===== config.mk =====
export PLATFORM = sky130hd
export DESIGN_NAME = ps2_mouse_ctrl
export DESIGN_NICKNAME = d
export VERILOG_FILES = /design/src/rtl/ps2_mouse_ctrl.sv
export SDC_FILE = /design/constraint.sdc
export NUM_CORES = 1
export LEC_CHECK = 0
export ABC_AREA = 0
export BUFFER_PORTS_ARGS = -buffer_cell sky130_fd_sc_hd__buf_4
export CORE_UTILIZATION = 62
export CTS_CLUSTER_DIAMETER = 60
export CTS_CLUSTER_SIZE = 25
export DETAILED_ROUTE_END_ITERATION = 6
export GPL_TIMING_DRIVEN = 0
export PLACE_DENSITY = 0.84
export SETUP_SLACK_MARGIN = 0.05
export SYNTH_ARGS = -nofsm -noshare
export SYNTH_HDL_FRONTEND = slang
export SYNTH_SLANG_ARGS = --single-unit

===== constraint.sdc =====
create_clock -name clk -period 4.2 [get_ports clk]
set_input_delay 0.21 -clock clk [delete_from_list [all_inputs] [get_ports clk]]
set_output_delay 0.21 -clock clk [all_outputs]
set_load 0.02 [all_outputs]

===== src/rtl/ps2_mouse_ctrl.sv =====
// PS/2 mouse host sequencer: runs reset/BAT/ID/enable init with retries, then
// assembles synchronised 3-byte stream packets into one-cycle strobes.
module ps2_mouse_ctrl #(
  parameter int INIT_TIMEOUT = 12_500_000,
  parameter int PKT_TIMEOUT  = 50_000,
  parameter int MAX_RETRY    = 3
) (
  input  logic       clk,
  input  logic       rst,
  input  logic       restart,
  output logic       tx_wr,
  output logic [7:0] tx_din,
  input  logic       tx_done_tick,
  input  logic       rx_done_tick,
  input  logic [7:0] rx_dout,
  output logic       ready,
  output logic       fail,
  output logic       pkt_valid,
  output logic [2:0] pkt_btn,
  output logic [8:0] pkt_dx,
  output logic [8:0] pkt_dy,
  output logic [1:0] pkt_ovf
);

  localparam int TMAX = (INIT_TIMEOUT > PKT_TIMEOUT) ? INIT_TIMEOUT : PKT_TIMEOUT;
  localparam int TW   = $clog2(TMAX + 1);
  localparam int RW   = $clog2(MAX_RETRY + 1);

  typedef enum logic [3:0] {
    SEND_RST, ACK_RST, WAIT_BAT, WAIT_ID, SEND_EN, ACK_EN,
    STREAM0, STREAM1, STREAM2, FAILED
  } state_t;

  state_t          r_state, w_next, w_resendTo;
  logic [RW-1:0]   r_retryCnt, w_retryNext;
  logic [TW-1:0]   r_timer;
  logic            r_txEn;
  logic [7:0]      r_b0, r_b1;
  logic            r_pktValid;
  logic [2:0]      r_pktBtn;
  logic [8:0]      r_pktDx, r_pktDy;
  logic [1:0]      r_pktOvf;
  logic            w_initTo, w_pktTo, w_retryEv, w_resend, w_clrTimer;
  logic            w_b0Load, w_b1Load, w_pktLoad;

  assign w_initTo = (r_timer == TW'(INIT_TIMEOUT - 1));
  assign w_pktTo  = (r_timer == TW'(PKT_TIMEOUT - 1));

  // r_txEn is low for the first cycle after rst/restart so tx_wr visibly drops
  // before the reset command is re-issued.
  always_ff @(posedge clk) begin
    if (rst) begin
      r_state    <= SEND_RST;
      r_retryCnt <= '0;
      r_timer    <= '0;
      r_txEn     <= 1'b0;
      r_b0       <= '0;
      r_b1       <= '0;
      r_pktValid <= 1'b0;
      r_pktBtn   <= '0;
      r_pktDx    <= '0;
      r_pktDy    <= '0;
      r_pktOvf   <= '0;
    end else begin
      r_state    <= w_next;
      r_retryCnt <= w_retryNext;
      r_txEn     <= !restart;
      if (w_clrTimer)
        r_timer <= '0;
      else if (r_timer != '1)
        r_timer <= r_timer + TW'(1);
      if (w_b0Load)
        r_b0 <= rx_dout;
      if (w_b1Load)
        r_b1 <= rx_dout;
      r_pktValid <= w_pktLoad;
      if (w_pktLoad) begin
        r_pktBtn <= r_b0[2:0];
        r_pktDx  <= {r_b0[4], r_b1};
        r_pktDy  <= {r_b0[5], rx_dout};
        r_pktOvf <= r_b0[7:6];
      end
    end
  end

  always_comb begin
    w_next      = r_state;
    w_retryNext = r_retryCnt;
    w_retryEv   = 1'b0;
    w_resend    = 1'b0;
    w_resendTo  = SEND_RST;
    w_b0Load    = 1'b0;
    w_b1Load    = 1'b0;
    w_pktLoad   = 1'b0;
    case (r_state)
      SEND_RST: if (r_txEn) begin
        if (tx_done_tick)  w_next = ACK_RST;
        else if (w_initTo) w_retryEv = 1'b1;
      end
      ACK_RST: if (rx_done_tick) begin
        if (rx_dout == 8'hFA) w_next = WAIT_BAT;
        else if (rx_dout == 8'hFE) begin
          w_resend   = 1'b1;
          w_resendTo = SEND_RST;
        end
      end else if (w_initTo) w_retryEv = 1'b1;
      WAIT_BAT: if (rx_dout == 8'hAA && rx_done_tick) w_next = WAIT_ID;
        else if (rx_dout == 8'hFC && rx_done_tick)   w_retryEv = 1'b1;
        else if (!rx_done_tick && w_initTo)           w_retryEv = 1'b1;
      WAIT_ID: if (rx_done_tick) begin
        if (rx_dout == 8'h00) w_next = SEND_EN;
        else                  w_retryEv = 1'b1;
      end else if (w_initTo) w_retryEv = 1'b1;
      SEND_EN: if (r_txEn) begin
        if (tx_done_tick)  w_next = ACK_EN;
        else if (w_initTo) w_retryEv = 1'b1;
      end
      ACK_EN: if (rx_done_tick) begin
        if (rx_dout == 8'hFA) w_next = STREAM0;
        else if (rx_dout == 8'hFE) begin
          w_resend   = 1'b1;
          w_resendTo = SEND_EN;
        end
      end else if (w_initTo) w_retryEv = 1'b1;
      // Bytes without the always-one bit 3 cannot start a packet: resync.
      STREAM0: if (rx_done_tick && rx_dout[3]) begin
        w_b0Load = 1'b1;
        w_next   = STREAM1;
      end
      STREAM1: if (rx_done_tick) begin
        w_b1Load = 1'b1;
        w_next   = STREAM2;
      end else if (w_pktTo) w_next = STREAM0;
      STREAM2: if (rx_done_tick) begin
        w_pktLoad = 1'b1;
        w_next    = STREAM0;
      end else if (w_pktTo) w_next = STREAM0;
      FAILED: w_next = FAILED;
      default: w_next = SEND_RST;
    endcase
    if (w_retryEv || w_resend) begin
      w_retryNext = r_retryCnt + RW'(1);
      if (r_retryCnt == RW'(MAX_RETRY - 1)) w_next = FAILED;
      else                                  w_next = w_retryEv ? SEND_RST : w_resendTo;
    end
    if (restart) begin
      w_next      = SEND_RST;
      w_retryNext = '0;
      w_pktLoad   = 1'b0;
    end
    w_clrTimer = rx_done_tick || restart || !r_txEn || w_retryEv || w_resend ||
                 (w_next != r_state);
  end

  always_comb begin
    tx_wr  = 1'b0;
    tx_din = 8'h00;
    if (r_txEn) begin
      if (r_state == SEND_RST) begin
        tx_wr  = 1'b1;
        tx_din = 8'hFF;
      end else if (r_state == SEND_EN) begin
        tx_wr  = 1'b1;
        tx_din = 8'hF4;
      end
    end
  end

  assign ready     = (r_state == STREAM0) || (r_state == STREAM1) || (r_state == STREAM2);
  assign fail      = (r_state == FAILED);
  assign pkt_valid = r_pktValid;
  assign pkt_btn   = r_pktBtn;
  assign pkt_dx    = r_pktDx;
  assign pkt_dy    = r_pktDy;
  assign pkt_ovf   = r_pktOvf;

endmodule


Yosys cells after proc, flatten, opt, wreduce, memory -nomap -nowiden:

Cells that the tools add are included.

* add/sub/neg operators: 2
* eq/ne operators: 18
* muxes and demuxes: 50
* reduce and logical (&&, ||, !) cells: 21

Operators by type and width (number)
* $mux 4: 19
* $pmux 4 s10: 1
* $eq 8x8->1 const B: 4
* $add 24x1->24 const B: 1
* $eq 24x16->1 const B: 1
* $eq 24x24->1 const B: 1
* $mux 8: 3
* $ne 24x24->1 const B: 1
* $mux 1: 22
* $eq 4x3->1 const B: 4
* $mux 3: 4
* $eq 4x2->1 const B: 2
* $eq 4x4->1 const B: 2
* $logic_not 8->1: 1
* $logic_or 1x1->1: 8
* $reduce_or 2->1: 4
* $eq 4x1->1 const B: 1
* $logic_and 1x1->1: 4
* $logic_not 4->1: 1
* $ne 4x4->1: 1
* $pmux 1 s4: 1
* $logic_not 1->1: 3
* $add 2x1->2 const B: 1
* $eq 2x2->1 const B: 1

* flip-flop bits (word level): 71
* bits of input ports: 13
* output and inout bits: 35
* word-level logic and storage cells: 102

Depth between registers and ports, before layout:

* depth after elaboration: 13
* depth in mapped cells: 9
* gate-level depth less buffers: 7

Least setup slack after synthesis:

No wires, ideal clock.

* path type: register -> register
* start point: register r_timer[10]
* end point: register r_timer[15]
* setup time: 132 ps
* arrival: 2238 ps
* data required time: 4068 ps
* slack: 1829 ps
* stages on the path, launching flop included: 9
* path buffers: 2
* clock period less this slack: 2371 ps
* cell sequence: dfxtp_1 -> or4b_4 -> nor4_4 -> a21oi_2 -> a2111oi_4 -> o31a_2 -> buf_4 -> buf_4 -> nor4_2

* longest elaborated chain between the ends: 13
* elaborated cells on any way between the ends: 28
* those cells by class: add/sub (1); eq/ne (4); mux (17); reduce/logical (6)

RTL lines
* start: declaration: line 36 `logic [TW-1:0] r_timer;`
* start signal: assignment: line 71 `r_timer <= r_timer + TW'(1);`
* $eq 24x24->1: line 46 `assign w_initTo = (r_timer == TW'(INIT_TIMEOUT - 1));`
* $logic_and 1x1->1: line 109 `else if (!rx_done_tick && w_initTo) w_retryEv = 1'b1;`
* $mux 1: line 109
* $mux 1: line 108 `else if (rx_dout == 8'hFC && rx_done_tick) w_retryEv = 1'b1;`
* $mux 1: line 107 `WAIT_BAT: if (rx_dout == 8'hAA && rx_done_tick) w_next = WAIT_ID;`
* $pmux 1 s4: line 95 `case (r_state)`
* $mux 4: line 144 `else w_next = w_retryEv ? SEND_RST : w_resendTo;`
* $mux 4: line 143 `if (r_retryCnt == RW'(MAX_RETRY - 1)) w_next = FAILED;`
* $mux 4: line 141 `if (w_retryEv || w_resend) begin`
* $mux 4: line 146 `if (restart) begin`
* $ne 4x4->1: line 152 `(w_next != r_state);`
* $logic_or 1x1->1: line 151 `w_clrTimer = rx_done_tick || restart || !r_txEn || w_retryEv || w_resend ||`
* $reduce_or 2->1 (no line)

Several ways; a longest one is shown, not always the timed one.
A chain may end at the register's enable or synchronous reset.

Final worst setup path:

* start point: register r_state[3]
* end point: register r_timer[15]

* longest elaborated chain between the ends: 10
* elaborated cells on any way between the ends: 41
* those cells by class: eq/ne (10); mux (23); reduce/logical (8)

RTL lines
* start: declaration: line 34 `state_t r_state, w_next, w_resendTo;`
* start signal: assignment: line 65 `r_state <= w_next;`
* $eq 4x3->1 (tied with other cells): line 95
* $reduce_or 2->1 (no line)
* $pmux 1 s4: line 95
* $mux 4: line 144
* $mux 4: line 143
* $mux 4: line 141
* $mux 4: line 146
* $ne 4x4->1: line 152
* $logic_or 1x1->1 (*): line 151
* $reduce_or 2->1 (no line) (*)

Mark *: on every way between the ends. The rest lies on a longest branch, timed or not.

==> metrics.yaml <==
post_cts_resized: 0
worstPathArrival_ps: 3090
critical_path.most_common_cell: "nor4_2"
synth_edf_count: 0
cts_buffer_depth: 2
yosys.area.top_type: "dfxtp_1"
wl_met3_um: 738
die_h_um: 77.3
wire_per_inst_um: 16.5
worstSetupPathType: "flop to flop"
fp.dieW_um: 77.3
final_net_count: 496
synth-seq-cells: 70
cts_hold_buf: 0
io_pins: 48
holdWs_ps: 141
dieArea_um2: 5980
rows: 27
top_layer_used: "met4"
cp-end-kind: "flop"
port_buffers: 45
routed_via_density: 6.16
place.gp.congestion: 0.947
initial_utilization: 0.643
grt_max_degree: 14
drt_iter0_drc: 316
final_util: 0.767
met2_length_um: 4180
rsz0062_at_grt: "no"
drtPass1Iterations: 5
core-area_um2: 5470
synth_top_area_frac: 0.398
internal_power_mw: 1.11
postSynthCellCount: 425
clkPwrFrac: 0.480
cts_tree: "done"
setup-violations-final: 0
clock_sinks: 70
num-fill-cells: 407
path_cells: "clkbuf_1 -> nand4b_1 -> nor3_4 -> a221o_1 -> a2111oi_4 -> nor4_2 -> buf_6 -> nor4_2"
peakVddDrop_v: 0.000260
synth_fp_nets: 440
max-cap-violations: 0
grt_use_total: 0.317
clkLatencyLatePin_ps: 350
antenna_found_initial: 0
status: "completed"
crit_path_start_kind: "flop"
post-route-min-period_ps: 2880
yosysUniqueCellTypes: 57
cp_max_fo: 10
area_growth_pct: 19.3
cp_data_required_time_ps: 4410
clk_pin_slew_ps: 80
grt_pass1_wl_um: 14800
tns_ps: 0
async_reset_ff_frac: 0
comb_power_share: 0.053
clockRootBuffer: "clkbuf_8"
ys_seq_area_frac: 0.398
drive_above_1_share: 0.200
slew_headroom: 0.332
route.vias.total: 3436
numCtsBuffers: 9
cts_setup_buffers: 0
yosysWarnings: 0
crit_slowest_cell: "nor4_2"
syn_avg_cell_area_um2: 8.28
synth_ff_type: "dfxtp_1"
power.switching_mw: 0.317
finalCritPeriodShare: 0.686
finalHoldViolCount: 0
crit_path_max_incr_delay_ps: 830
drcViolationCount: 0
skew_ps: 10.9
hold_class: "input pin to flop"
leakage_nw: 1.45
fmax_mhz: 347
n_antenna_cell: 0
switching_share: 0.223
hpwl_um: 6460
m1WireLength_um: 4010
drtAntennaViolNets: 0
tightest_slew_ps: 993
synth.top_cells.by_count: "nand2_1 (74), dfxtp_1 (70), a21oi_1 (38)"
worst-path-buf-inv: 2
drv_slew: 0
pwr_density_cell_nw_per_um2: 339
htree_levels: 3
grt_pass1_vias: 3109
synth.most_common_cell: "nand2_1"
grt_overflow_total: 0
netlist_area_um2: 3520
ys_top_cells_by_area: "dfxtp_1 (40%), nand2_1 (7.9%), a21oi_1 (5.4%)"
crit_family: "simple AND/OR/NAND/NOR gates"
seqPwrFrac: 0.467
wl_um: 9190
-- state kept, by name, summed over array words and instances, names as in the netlist --
register    count
pkt_btn         3
pkt_dx          9
pkt_dy          9
pkt_ovf         2
pkt_valid       1
r_b0            7
r_b1            8
r_retryCnt      2
r_state         4
r_timer        24
r_txEn          1
-- layout make-up --
| class | count | area, um^2 | area share |
|---|---|---|---|
| multi-input cells | 315 | 1920 | 0.458 |
| clock buffers | 10 | 138 | 0.0328 |
| repair buffers | 45 | 338 | 0.0804 |
| inverters | 7 | 26.3 | 0.00626 |
| plain buffers | 33 | 169 | 0.0402 |
| flip-flops and latches | 70 | 1400 | 0.334 |
| clock inverters | 6 | 115 | 0.0274 |
| well taps | 72 | 90.1 | 0.0214 |
-- logic make-up (layout without fill, tap and decap cells) --
logic type | count (synthesis) | after routing | share of synthesized area
simple gates | 213 | 213 | 0.335
buf+inv | 40 | 101 | 0.0555
compound gates | 70 | 70 | 0.127
flops | 70 | 70 | 0.398
xor+xnor | 22 | 22 | 0.0547
fa+ha+maj | 2 | 2 | 0.00711
mux | 8 | 8 | 0.0228
-- cells in the final DEF, fill, tap and decap left out, drive strengths merged, types with 7 or more instances in the layout --
master | synthesis | layout
nand2 | 74 | 74
dfxtp | 70 | 70
buf | 15 | 60
a21oi | 39 | 39
clkbuf | 18 | 28
nor2 | 25 | 25
nand3 | 24 | 24
nor4 | 21 | 21
nor3 | 16 | 16
xnor2 | 13 | 13
and3 | 11 | 11
xor2 | 9 | 9
inv | 7 | 9
mux2i | 8 | 8
a211oi | 8 | 8
nand4 | 7 | 7
-- power groups by stage --
stage          clock (mW)  sequential [mW]  combinational [mW]
6_report            0.684            0.665              0.0748
2_1_floorplan           0            0.680              0.0422
3_3_place_gp            0            0.681              0.0716
4_1_cts             0.688            0.665              0.0733
5_1_grt             0.709            0.665              0.0789
3_5_place_dp            0            0.681              0.0727
-- stage by stage --
| stage | cells | instance area (um^2) | setup WS (ps) | power (mW) |
|---|---|---|---|---|
| after global routing | 558 | 4200 | 1120 | 1.45 |
| after global placement | 542 | 3950 | 1490 | 0.752 |
| after CTS | 558 | 4200 | 1420 | 1.43 |
| after floorplan | 425 | 3520 | 1830 | 0.722 |
| after detailed placement | 542 | 3950 | 1460 | 0.753 |
| final | 558 | 4200 | 1320 | 1.42 |
-- metal layers --
metal,up-vias,track usage
met5,-,0
met4,0,0.162
met3,43,0.0541
met2,173,0.483
met1,1597,0.431
li1,1623,-
-- worst reg2reg max path, stage by stage (launching register included) --
cell	delay [ps]
dfxtp_1	300
clkbuf_1	190
nand4b_1	300
nor3_4	460
a221o_1	240
a2111oi_4	80
nor4_2	840
buf_6	270
nor4_2	70
-- final timing paths --
| path | start | end | cells after the start | slack (ps) |
|---|---|---|---|---|
| setup / recovery | r_state[3]$_SDFF_PP0_ | r_timer[15]$_SDFFE_PP0P_ | 8 | 1320 |
| hold / removal | rx_dout[6] | pkt_dy[6]$_SDFFE_PP0P_ | 3 | 140 |
| setup reg to reg | r_state[3]$_SDFF_PP0_ | r_timer[15]$_SDFFE_PP0P_ | 8 | 1320 |
| hold reg to reg | r_b1[4]$_SDFFE_PP0P_ | pkt_dx[4]$_SDFFE_PP0P_ | 2 | 460 |
Power figures use the tool's default switching activity.
